**src/rtl/branch_resolve_unit.sv**
```systemverilog
// Two-stage, multi-channel branch resolver: condition, target, link, mispredict.
// Optional BRU_PERF_CNT_EN adds saturating resolved/mispredict counters.
module branch_resolve_unit #(
  parameter int XLEN   = 32,
  parameter int NUM_CH = 2,
  parameter int TAG_W  = 5
) (
  input  logic                    clock,
  input  logic                    reset,
  input  logic                    flush,
  input  logic [NUM_CH-1:0]       in_valid,
  output logic [NUM_CH-1:0]       in_ready,
  input  logic [NUM_CH*XLEN-1:0]  in_rs1,
  input  logic [NUM_CH*XLEN-1:0]  in_rs2,
  input  logic [NUM_CH*3-1:0]     in_func,
  input  logic [NUM_CH*XLEN-1:0]  in_pc,
  input  logic [NUM_CH*XLEN-1:0]  in_imm,
  input  logic [NUM_CH-1:0]       in_pred_taken,
  input  logic [NUM_CH*XLEN-1:0]  in_pred_target,
  input  logic [NUM_CH*TAG_W-1:0] in_tag,
  output logic [NUM_CH-1:0]       out_valid,
  input  logic [NUM_CH-1:0]       out_ready,
  output logic [NUM_CH-1:0]       out_take,
  output logic [NUM_CH*XLEN-1:0]  out_target,
  output logic [NUM_CH*XLEN-1:0]  out_link,
  output logic [NUM_CH-1:0]       out_mispredict,
  output logic [NUM_CH*TAG_W-1:0] out_tag
`ifdef BRU_PERF_CNT_EN
  ,
  output logic [31:0]             perf_resolved,
  output logic [31:0]             perf_mispred
`endif
);

  for (genvar c = 0; c < NUM_CH; c++) begin : g_ch
    logic [XLEN-1:0]  rs1, rs2, pc, imm, ptgt;
    logic [2:0]       func;
    logic [TAG_W-1:0] tag;
    logic             pt;

    assign rs1  = in_rs1[c*XLEN +: XLEN];
    assign rs2  = in_rs2[c*XLEN +: XLEN];
    assign pc   = in_pc[c*XLEN +: XLEN];
    assign imm  = in_imm[c*XLEN +: XLEN];
    assign ptgt = in_pred_target[c*XLEN +: XLEN];
    assign func = in_func[c*3 +: 3];
    assign tag  = in_tag[c*TAG_W +: TAG_W];
    assign pt   = in_pred_taken[c];

    logic take_d;

    // Direction decision on the raw operands, captured into S1
    always_comb begin
      take_d = 1'b0;
      unique case (func)
        3'b000:  take_d = (rs1 == rs2);
        3'b001:  take_d = (rs1 != rs2);
        3'b010:  take_d = ($signed(rs1) < $signed(rs2));
        3'b011:  take_d = ($signed(rs1) >= $signed(rs2));
        3'b100:  take_d = (rs1 < rs2);
        3'b101:  take_d = (rs1 >= rs2);
        default: take_d = 1'b1;
      endcase
    end

    logic             s1_valid, s1_take, s1_jalr, s1_pt;
    logic [XLEN-1:0]  s1_rs1, s1_pc, s1_imm, s1_ptgt;
    logic [TAG_W-1:0] s1_tag;

    logic             s2_valid, s2_take, s2_mis;
    logic [XLEN-1:0]  s2_target, s2_link;
    logic [TAG_W-1:0] s2_tag;

    logic s2_adv, s1_adv;
    assign s2_adv = !s2_valid || out_ready[c];
    assign s1_adv = !s1_valid || s2_adv;

    logic [XLEN-1:0] jalr_sum, taken_tgt;
    logic [XLEN-1:0] nxt_tgt, nxt_link;
    logic            nxt_mis;

    // Target/link/mispredict from S1 contents, wrapping mod 2^XLEN
    always_comb begin
      jalr_sum  = s1_rs1 + s1_imm;
      nxt_link  = s1_pc + XLEN'(4);
      taken_tgt = s1_jalr ? {jalr_sum[XLEN-1:1], 1'b0}
                          : s1_pc + s1_imm;
      nxt_tgt   = s1_take ? taken_tgt : nxt_link;
      nxt_mis   = (s1_take != s1_pt) ||
                  (s1_take && (nxt_tgt != s1_ptgt));
    end

    // Pipeline registers; reset beats flush, flush only kills valids
    always_ff @(posedge clock) begin
      if (reset) begin
        s1_valid  <= 1'b0;
        s1_take   <= 1'b0;
        s1_jalr   <= 1'b0;
        s1_pt     <= 1'b0;
        s1_rs1    <= '0;
        s1_pc     <= '0;
        s1_imm    <= '0;
        s1_ptgt   <= '0;
        s1_tag    <= '0;
        s2_valid  <= 1'b0;
        s2_take   <= 1'b0;
        s2_mis    <= 1'b0;
        s2_target <= '0;
        s2_link   <= '0;
        s2_tag    <= '0;
      end else if (flush) begin
        s1_valid <= 1'b0;
        s2_valid <= 1'b0;
      end else begin
        if (s2_adv) begin
          s2_valid <= s1_valid;
          if (s1_valid) begin
            s2_take   <= s1_take;
            s2_mis    <= nxt_mis;
            s2_target <= nxt_tgt;
            s2_link   <= nxt_link;
            s2_tag    <= s1_tag;
          end
        end
        if (s1_adv) begin
          s1_valid <= in_valid[c];
          if (in_valid[c]) begin
            s1_take <= take_d;
            s1_jalr <= (func == 3'b111);
            s1_pt   <= pt;
            s1_rs1  <= rs1;
            s1_pc   <= pc;
            s1_imm  <= imm;
            s1_ptgt <= ptgt;
            s1_tag  <= tag;
          end
        end
      end
    end

    assign in_ready[c]                  = s1_adv;
    assign out_valid[c]                 = s2_valid;
    assign out_take[c]                  = s2_take;
    assign out_mispredict[c]            = s2_mis;
    assign out_target[c*XLEN +: XLEN]   = s2_target;
    assign out_link[c*XLEN +: XLEN]     = s2_link;
    assign out_tag[c*TAG_W +: TAG_W]    = s2_tag;
  end

`ifdef BRU_PERF_CNT_EN
  logic [31:0] n_res, n_mis;
  logic [32:0] sum_res, sum_mis;

  // Per-cycle transfer counts across channels, with saturating sums
  always_comb begin
    n_res = '0;
    n_mis = '0;
    for (int i = 0; i < NUM_CH; i++) begin
      n_res = n_res + {31'b0, out_valid[i] & out_ready[i]};
      n_mis = n_mis + {31'b0, out_valid[i] & out_ready[i]
                              & out_mispredict[i]};
    end
    sum_res = {1'b0, perf_resolved} + {1'b0, n_res};
    sum_mis = {1'b0, perf_mispred} + {1'b0, n_mis};
  end

  // Counters ignore transfers that coincide with a flush
  always_ff @(posedge clock) begin
    if (reset) begin
      perf_resolved <= '0;
      perf_mispred  <= '0;
    end else if (!flush) begin
      perf_resolved <= sum_res[32] ? 32'hFFFF_FFFF : sum_res[31:0];
      perf_mispred  <= sum_mis[32] ? 32'hFFFF_FFFF : sum_mis[31:0];
    end
  end
`endif

endmodule

```
**config.mk**
```make
export PLATFORM = sky130hd
export DESIGN_NAME = branch_resolve_unit
export DESIGN_NICKNAME = d
export VERILOG_FILES = /design/src/rtl/branch_resolve_unit.sv
export SDC_FILE = /design/constraint.sdc
export NUM_CORES = 1
export LEC_CHECK = 0
export ABC_AREA = 1
export BUFFER_PORTS_ARGS = -buffer_cell sky130_fd_sc_hd__buf_2
export CAP_MARGIN = 10
export CORE_ASPECT_RATIO = 0.6
export CORE_MARGIN = 1.5
export CORE_UTILIZATION = 30
export DETAILED_ROUTE_END_ITERATION = 6
export PLACE_DENSITY = 0.5
export SETUP_SLACK_MARGIN = 0.05
export SYNTH_ARGS = -nofsm -noshare
export SYNTH_HDL_FRONTEND = slang
export SYNTH_SLANG_ARGS = --single-unit
```
**constraint.sdc**
```tcl
create_clock -name clock -period 2.34 [get_ports clock]
set_input_delay 0.351 -clock clock [delete_from_list [all_inputs] [get_ports clock]]
set_output_delay 0.351 -clock clock [all_outputs]
set_load 0.01 [all_outputs]
```
; After elaboration in Yosys (flattened, before gate mapping)
; Index checks and enable logic that the tools add are counted.
; W data, S select, Z words.
[word_totals]
reg_bits = 418
latch_bits = 0
mem_bits_rw = 0
mem_bits_ro = 0
in_bits = 345
out_inout_bits = 146
elab_cells = 90
n_memories = 0
[classes]
addsub = 6
n_mul = 0
div_mod_pow = 0
order_cmp = 8
n_eq_ne = 20
shifts = 0
mux = 6
bitwise = 1
n_reduce_logical = 19
[op_table]
columns = op, count
row1 = $add A32 B32 Y32, 4
row2 = $ge A32 B32 Y1, 4
row3 = $lt A32 B32 Y1, 4
row4 = $mux W32, 4
row5 = $ne A32 B32 Y1, 4
row6 = $add A32 B3 Y32 const B, 2
row7 = $eq A32 B32 Y1, 2
row8 = $eq A3 B3 Y1 const B, 6
row9 = $eq A3 B2 Y1 const B, 4
row10 = $pmux W1 S6, 2
row11 = $reduce_and A3 Y1, 4
row12 = $eq A3 B1 Y1 const B, 2
row13 = $logic_not A3 Y1, 2
row14 = $logic_or A1 B1 Y1, 6
row15 = $logic_not A1 Y1, 4
row16 = $logic_and A1 B1 Y1, 2
row17 = $ne A1 B1 Y1, 2
row18 = $reduce_or A2 Y1, 1
row19 = $not A1 Y1, 1

; Longest topological paths before layout
; Gate-level depths: netlist of the first run.
[logic_depth]
depth_word = 6
depth_mapped = 23
mapped_depth_nobuf = 23

; Least setup slack after synthesis of the first run
; No wires, ideal clock.
[synth_timing]
kind = flip-flop to flip-flop
from = register g_ch[0].s1_imm[0]
to = register g_ch[0].s2_mis
setup_time_ns = 0.134
arrival_time_ns = 2.283
required_ns = 2.206
setup_slack_ns = -0.076
path_stages_with_launch = 20
path_buffers = 0
period_less_slack_ns = 2.416
cell_sequence = dfxtp_1 -> ha_1 -> fa_1 -> or2_2 -> nand3_1 -> nand3_1 -> nand3_1 -> nand2_1 -> nor2_1 -> nand3_1 -> nor2_1 -> nand2_1 -> nor2_1 -> nand2_1 -> nor2_1 -> nand3_1 -> nor2_1 -> nand3_1 -> nand2_1 -> a21oi_1
[synth_via]
elab_chain_cells = 6
elab_cells_between_ends = 7
cone_classes = add/sub (2) / eq/ne (1) / mux (2) / reduce/logical (2)
[synth_lines]
columns = element, line_no
row1 = "start, declared", 67  ; logic [XLEN-1:0] s1_rs1, s1_pc, s1_imm, s1_ptgt;
row2 = "start signal, assigned", 133  ; s1_imm <= imm;
row3 = "$add A32 B32 Y32, on equally long branches", "87, 84"
row4 = $mux W32 (*), 86  ; taken_tgt = s1_jalr ? {jalr_sum[XLEN-1:1], 1'b0}
row5 = $mux W32 (*), 88  ; nxt_tgt = s1_take ? taken_tgt : nxt_link;
row6 = $ne A32 B32 Y1 (*), 90  ; (s1_take && (nxt_tgt != s1_ptgt));
row7 = $logic_and A1 B1 Y1 (*), 90
row8 = $logic_or A1 B1 Y1 (*), 89  ; nxt_mis = (s1_take != s1_pt) ||
row9 = "end signal, assigned", 119  ; s2_mis <= nxt_mis;
row10 = "end, declared", 70  ; logic s2_valid, s2_take, s2_mis;
; Every way passes the cells marked *; elsewhere a longest branch is shown, timed or not.
; A chain may end at the register's enable or synchronous reset.

; Worst setup path after layout of the first run
[layout_timing]
from = register g_ch[1].s1_imm[0]
to = register g_ch[1].s2_mis
[layout_via]
elab_chain_cells = 6
elab_cells_between_ends = 7
cone_classes = add/sub (2) / eq/ne (1) / mux (2) / reduce/logical (2)
[layout_lines]
columns = element, line_no
row1 = "start, declared", 67
row2 = "start signal, assigned", 133
row3 = "$add A32 B32 Y32, on equally long branches", "87, 84"
row4 = $mux W32 (*), 86
row5 = $mux W32 (*), 88
row6 = $ne A32 B32 Y1 (*), 90
row7 = $logic_and A1 B1 Y1 (*), 90
row8 = $logic_or A1 B1 Y1 (*), 89
row9 = "end signal, assigned", 119
row10 = "end, declared", 70
; Marked as above.

==> flow_summary_export.csv, run 1 <==
group,metric,value,unit
status,status,"complete, but fails checks",
status,violations,"setup timing",
power_and_ir_drop,max-vdd-ir-drop,0.5856,mV
route,ant_nets,0,
synth,syn-num-nets,5510,
floorplan,die_x,409.3,um
timing,setup_violations,18,
route,dr.pass1.iters,5,
worst_setup_path,path_class,"reg2reg",
synth,synth_compound_area_share,13.80,%
cells_and_area,mostFrequentLayoutCell,"buf_4",
synth,synth_mux_area_share,0,%
synth,synth_edf_count,0,
timing,post-route-period-util,123.0,%
cells_and_area,fin_nets,6994,
global_routing,grt_pass1_vias,34690,
job,drv_cap,0,
worst_setup_path,cp_data_arrival_time,3380,ps
power_and_ir_drop,fin_total_pwr,23.74,mW
timing,setup_tns,-2736,ps
cells_and_area,layout_common_cells,"884 x buf_4, 871 x nand2_1, 721 x inv_1",
timing,worstMarginPinSlew,905.4,ps
timing,worst_slew_margin_rel,39.64,%
synth,yosys.area_share.simple,36.19,%
synth,syn-instance-count,4973,
worst_setup_path,slowest_stage,"fa_2",
worst_setup_path,critical_path.endpoint_type,"flop",
floorplan,core,98220,um^2
placed_design,dp_hpwl,129900,um
power_and_ir_drop,power.density,475.2,nW/um^2
synth,synth_top_family_by_area,"simple AND/OR/NAND/NOR gates",
route,wirelength,159800,um
synth,ys_warn_count,0,
worst_setup_path,path_max_fanout,4,
global_routing,grt_usage,30.18,%
synth,synth_seq_cells,418,
timing,rsz0062_at_grt,"true",
synth,ys.flop_type,"dfxtp_1",
route,drc,0,
timing,drv_slew,0,
synth,async_flop_share,0,%
placed_design,routabilityCongestion,1.026,
clock_network,cts_max_level,2,
synth,syn_avg_cell_area,5.975,um^2
cells_and_area,fillCellCount,10050,
cells_and_area,design_area,49970,um^2
clock_network,cts_tree,"done",
synth,synth-adder-area-share,8.186,%
route,num_vias,37770,
clock_network,clock-sinks,418,
synth,synth_cell_type_count,48,
clock_network,cts-root-buf,"clkbuf_16",
cells_and_area,syn_to_final_growth,68.17,%
worst_setup_path,cp_slowest_stage_delay,420,ps
worst_setup_path,worst_ep_required_time,2850,ps
clock_network,clkLatencyLatePin,660,ps
timing,max_freq,347.6,MHz
synth,netlist_area,29710,um^2
synth,ys_seq_area_share,28.16,%
global_routing,grt_max_degree,112,
floorplan,die-area,101000,um^2
global_routing,grt_overflow,0,
timing,skew,42.26,ps
timing,hold_viol,0,
clock_network,clockBufferDepth,3,
route,via_per_inst,4.832,
synth,synth-xor-area-share,1.562,%
global_routing,grt_pass1_wl,224900,um
route,drt_iter0_drc,3291,
floorplan,start_util,30.25,%
placed_design,portBuffers,490,
cells_and_area,layout-drive-gt1-share,41.54,%
timing,min_period,2877,ps
worst_setup_path,cp-start-kind,"flop",
timing,postLayoutSetupSlackWorst,-537.2,ps
global_routing,antenna_found_initial,2,
floorplan,io_pins,491,
floorplan,die_height,246.8,um
route,wl_per_cell,20.45,um
clock_network,clk_pin_slew,70,ps
worst_setup_path,worst_path_most_repeated_cell,"nand3_2",
worst_setup_path,crit_chain,"buf_12 > nand2_4 > inv_4 > fa_2 > nand2_2 > nand3_4 > or2_2 > nand3_2 > nand3_1 > nand2_1 > xor2_1 > buf_4 > nand3_2 > nor2_4 > nand3_2 > nor2_2 > nand3_1 > nand2_1 > a21oi_2",
hold_path,hold_class,"in2reg",
placed_design,place_area,40810,um^2
power_and_ir_drop,leakage,25.36,nW
floorplan,rows,89,
clock_network,cts_made_buffers,47,
[power breakdown]
part	leakage, nW	switching [mW]	total [mW]	internal, mW
sequential	3.49	0.476	8.01	7.53
combinational	21.1	4.10	7.45	3.36
clock	0.805	3.68	8.28	4.60
[cell usage after synthesis (4+ instances only)]
cell type / count / share of area, %
a211oi_1: 5 / 0.13
a21o_1: 6 / 0.15
a21oi_1: 294 / 5.0
a31oi_1: 6 / 0.13
and2_1: 5 / 0.11
buf_1: 23 / 0.29
buf_2: 6 / 0.10
buf_4: 8 / 0.20
clkbuf_1: 135 / 1.7
dfxtp_1: 418 / 28
fa_1: 4 / 0.27
ha_1: 188 / 7.9
inv_1: 766 / 9.7
inv_2: 8 / 0.10
nand2_1: 1246 / 16
nand2_2: 4 / 0.084
nand3_1: 468 / 7.9
nand3b_1: 10 / 0.25
nand4_1: 38 / 0.80
nor2_1: 688 / 8.7
nor3_1: 51 / 0.86
nor3_4: 4 / 0.22
nor4_1: 13 / 0.27
o211ai_1: 28 / 0.71
o21ai_0: 426 / 7.2
o21bai_1: 11 / 0.28
or2_1: 9 / 0.19
or2_2: 19 / 0.40
xnor2_1: 12 / 0.35
xor2_1: 41 / 1.2
[per-layer routing]
| layer | track usage, % | vias up | part of all wire [%] |
|---|---|---|---|
| met5 | 0 | - | 0.0063 |
| met3 | 10.64 | 132 | 11 |
| met4 | 6.525 | 2 | 2.1 |
| met1 | 47.22 | 17590 | 51 |
| met2 | 37.65 | 1216 | 36 |
| li1 | - | 18830 | - |
[worst max-delay path: cells and delay by family, from the launching register on]
family	cells	cell delay, ps
compound gates	1	50
xor+xnor	1	150
buf+inv	3	290
flops	1	340
fa+ha+maj	1	420
simple gates	13	1510
[area by class of cell]
class / instances / area (um^2) / area share [%]
Antenna cell: 3 / 7.507 / 0.01502
Clock buffer: 63 / 1326 / 2.654
Clock inverter: 24 / 344.1 / 0.6886
Inverter: 775 / 2939 / 5.882
Multi-Input combinational cell: 3608 / 23180 / 46.39
Sequential cell: 418 / 8633 / 17.28
Tap cell: 1319 / 1650 / 3.303
Timing Repair Buffer: 1607 / 11890 / 23.79
[sequential cells by signal, indices dropped and copies added (netlist names)]
name and flops:
g_ch.s1_imm 64, g_ch.s1_valid 2, g_ch.s1_rs1 64, g_ch.s1_ptgt 64, g_ch.s2_tag 10, g_ch.s2_target 64, g_ch.s2_link 64, g_ch.s1_pc 64
g_ch.s1_tag 10, g_ch.s1_take 2, g_ch.s2_valid 2, g_ch.s2_mis 2, g_ch.s1_pt 2, g_ch.s1_jalr 2, g_ch.s2_take 2
[worst paths after layout]
kind                            cells past startpoint                  end  slack, ps                from
worst min register to register                      2   g_ch[0].s1_ptgt[9]        470  g_ch[0].s1_ptgt[9]
worst min-delay path                                3  g_ch[0].s1_ptgt[24]         20  in_pred_target[24]
worst max register to register                     19       g_ch[1].s2_mis       -540   g_ch[1].s1_imm[0]
worst max-delay path                               19       g_ch[1].s2_mis       -540   g_ch[1].s1_imm[0]
[cell families after synthesis]
logic type | after synthesis
flip-flops | 418
adder cells (fa/ha/maj) | 192
AO/OA/AOI/OAI | 787
XOR/XNOR | 53
AND/OR/NAND/NOR | 2576
buffers and inverters | 947
[per-stage QoR]
stage / instances / worst slack (ps) / utilization (%) / hold WS, ps
floorplan: 4973 / -12.83 / - / 432.1
CTS: 7781 / -548.6 / 47.38 / 0.4505
global placement: 7572 / -977.8 / 41.55 / 451.7
global route: 7814 / -812.5 / 50.87 / 8.247
finish: 7817 / -537.2 / 50.87 / 23.79
detailed placement: 7572 / -943.5 / 41.55 / 461.0
[timing repair]
action	CTS	global route
cloned	0	0
pin swaps	119	296
buffers inserted	22	44
endpoints found under the setup margin	58	62
gates resized for setup	674	826
hold endpoints to repair	103	0
hold buffers	103	0
Power figures use the tool's default switching activity.
==> run 2, diff against run 1 <==
--- a/config.mk
+++ b/config.mk
@@ -12,7 +12,8 @@
 export CORE_MARGIN = 1.5
 export CORE_UTILIZATION = 30
 export DETAILED_ROUTE_END_ITERATION = 6
-export PLACE_DENSITY = 0.5
+export HOLD_SLACK_MARGIN = 0.05
+export PLACE_DENSITY = 0.48
 export SETUP_SLACK_MARGIN = 0.05
 export SYNTH_ARGS = -nofsm -noshare
 export SYNTH_HDL_FRONTEND = slang
==> constraint.sdc (replaced) <==
create_clock -name clock -period 2.8 [get_ports clock]
set_input_delay 0.42 -clock clock [delete_from_list [all_inputs] [get_ports clock]]
set_output_delay 0.42 -clock clock [all_outputs]
set_load 0.01 [all_outputs]
==> run 2 against run 1 <==
  * The run still ends with setup timing left
  * Clock skew fell by 12 ps
  * Highest routed layer unchanged
  * Sequential power is 17% lower
  * Clock-buffer cell count unchanged
  * Register-to-register slack gained 440 ps
  * Sequential share of layout area increased by 2.5 points
  * Largest power group unchanged
  * Cell area is 14% lower
  * Maximum frequency fell by 0.57%
  * Die area did not move
  * Total power decreased by 22%
  * Worst setup slack better by 440 ps
  * Critical endpoint unchanged
  * Worst hold slack gained 54 ps
==> flow_summary_export.csv, run 2 (same netlist as run 1, synthesis figures left out) <==
group,metric,value,unit
timing,worstMarginPinSlew,781.2,ps
route,dr.pass1.iters,6,
placed_design,portBuffers,490,
worst_setup_path,cp-start-kind,"flop",
timing,rsz0062_at_grt,"true",
timing,postLayoutSetupSlackWorst,-93.79,ps
global_routing,antenna_found_initial,9,
status,violations,"setup timing",
global_routing,grt_pass1_vias,31960,
power_and_ir_drop,fin_total_pwr,18.61,mW
cells_and_area,layout-drive-gt1-share,28.47,%
placed_design,dp_hpwl,123500,um
timing,skew,30.53,ps
route,wirelength,149000,um
global_routing,grt_usage,28.32,%
route,via_per_inst,4.792,
power_and_ir_drop,leakage,22.04,nW
route,ant_nets,0,
floorplan,rows,89,
clock_network,cts_made_buffers,47,
hold_path,hold_start,"in_imm[3]",
global_routing,grt_overflow,0,
timing,hold_viol,0,
worst_setup_path,crit_start,"g_ch[1].s1_rs1[2]",
floorplan,io_pins,491,
route,num_vias,35530,
power_and_ir_drop,power.density,434.5,nW/um^2
placed_design,routabilityCongestion,1.016,
timing,holdWs,77.81,ps
clock_network,clkLatencyLatePin,630,ps
global_routing,grt_pass1_wl,211200,um
route,wl_per_cell,20.10,um
floorplan,start_util,30.25,%
route,drt_iter0_drc,2981,
global_routing,grt_max_degree,120,
cells_and_area,syn_to_final_growth,44.14,%
placed_design,dp_slack,-380.8,ps
placed_design,dp.cells,7253,
cells_and_area,fin_cells,7414,
timing,post-route-period-util,103.3,%
timing,worst_slew_margin_rel,47.92,%
worst_setup_path,r2r-start,"g_ch[1].s1_rs1[2]",
worst_setup_path,cp_data_arrival_time,3390,ps
timing,max_freq,345.6,MHz
job,drv_cap,0,
route,drc,0,
clock_network,cts-root-buf,"clkbuf_16",
cells_and_area,layout_common_cells,"1136 x nand2_1, 754 x inv_1, 633 x nor2_1",
worst_setup_path,path_class,"reg2reg",
clock_network,cts_tree,"done",
timing,min_period,2894,ps
cells_and_area,fin_nets,6591,
status,status,"complete, but fails checks",
timing,setup_violations,2,
worst_setup_path,reg2reg_slack,-90,ps
cells_and_area,mostFrequentLayoutCell,"nand2_1",
hold_path,hold_class,"in2reg",
worst_setup_path,worst_ep_required_time,3290,ps
timing,setup_tns,-134.2,ps
floorplan,die_x,409.3,um
worst_setup_path,path_max_fanout,5,
clock_network,clk_pin_slew,70,ps
clock_network,clock-sinks,418,
clock_network,clockBufferDepth,3,
clock_network,cts_max_level,2,
floorplan,die_height,246.8,um
power_and_ir_drop,max-vdd-ir-drop,0.4282,mV
timing,drv_slew,0,
floorplan,core,98220,um^2
worst_setup_path,critical_path.endpoint_type,"flop",
floorplan,die-area,101000,um^2
==> run 2: cell types whose count changed in the layout (fill, tap and decap cells not counted), moves of 37 or more <==
cell	change
nand2_1	+265
nand2_2	-157
dlygate4sd3_1	-48
nand3_1	+95
o21ai_0	+41
ha_4	-52
buf_4	-258
nand2_4	-101
buf_6	-83
dfxtp_1	+69
ha_1	+40
dfxtp_2	-37
nand3_2	-65
==> run 2: layout make-up <==
| class | count | area (um^2) |
|---|---|---|
| well taps | 1319 | 1650 |
| repair buffers | 1204 | 8284 |
| flip-flops and latches | 418 | 8467 |
| clock buffers | 63 | 1346 |
| clock inverters | 23 | 280.3 |
| inverters | 775 | 2917 |
| multi-input cells | 3608 | 19870 |
| fillers | 10720 | 55390 |
| diodes | 4 | 10.01 |
==> run 2: path summary, 6_finish.rpt <==
kind / end / cells past startpoint
setup / recovery: g_ch[1].s2_mis / 19
hold / removal: g_ch[0].s1_imm[3] / 3
setup reg to reg: g_ch[1].s2_mis / 19
hold reg to reg: g_ch[0].s1_ptgt[15] / 2
==> run 2: timing repair <==
item | CTS | global route
endpoints found under the setup margin | 12 | 27
pin swaps | 37 | 77
gates cloned | 0 | 0
buffers inserted | 6 | 11
hold buffers | 55 | 0
hold endpoints to repair | 55 | 0
resized for setup | 144 | 380
==> run 2: routing by layer <==
| metal | share of wire (%) | global-route usage [%] |
|---|---|---|
| met5 | 0.0094 | 0 |
| met1 | 54 | 46.20 |
| met3 | 11 | 9.244 |
| met2 | 34 | 34.01 |
| met4 | 1.7 | 5.054 |
==> run 2: worst max-delay path, stage by stage (launching register included) <==
cell and delay, ps:
dfxtp_2 400, ha_4 240, nand2_1 70, nand2_1 70, buf_4 130, inv_1 50, nand2_2 100, a21oi_1 150
o21ai_0 100, buf_4 150, nand3_1 180, nand2_1 170, xor2_1 260, nand2_1 150, nor2_4 170, nand3_2 70
nor2_1 110, nand3_1 70, nand2_1 80, a21oi_2 50
==> run 2: where the power goes <==
part           total, mW  internal, mW  switching (mW)
Combinational       5.22          2.20            3.02
Sequential          6.64          6.29           0.350
Clock               6.75          3.78            2.97
Total               18.6          12.3            6.33
==> run 2: through the flow <==
| stage | area, um^2 | utilization [%] |
|---|---|---|
| after floorplan | 29710 | - |
| after global placement | 38270 | 38.96 |
| after detailed placement | 38270 | 38.96 |
| after CTS | 41070 | 41.82 |
| after global routing | 42820 | 43.60 |
| final | 42830 | 43.60 |
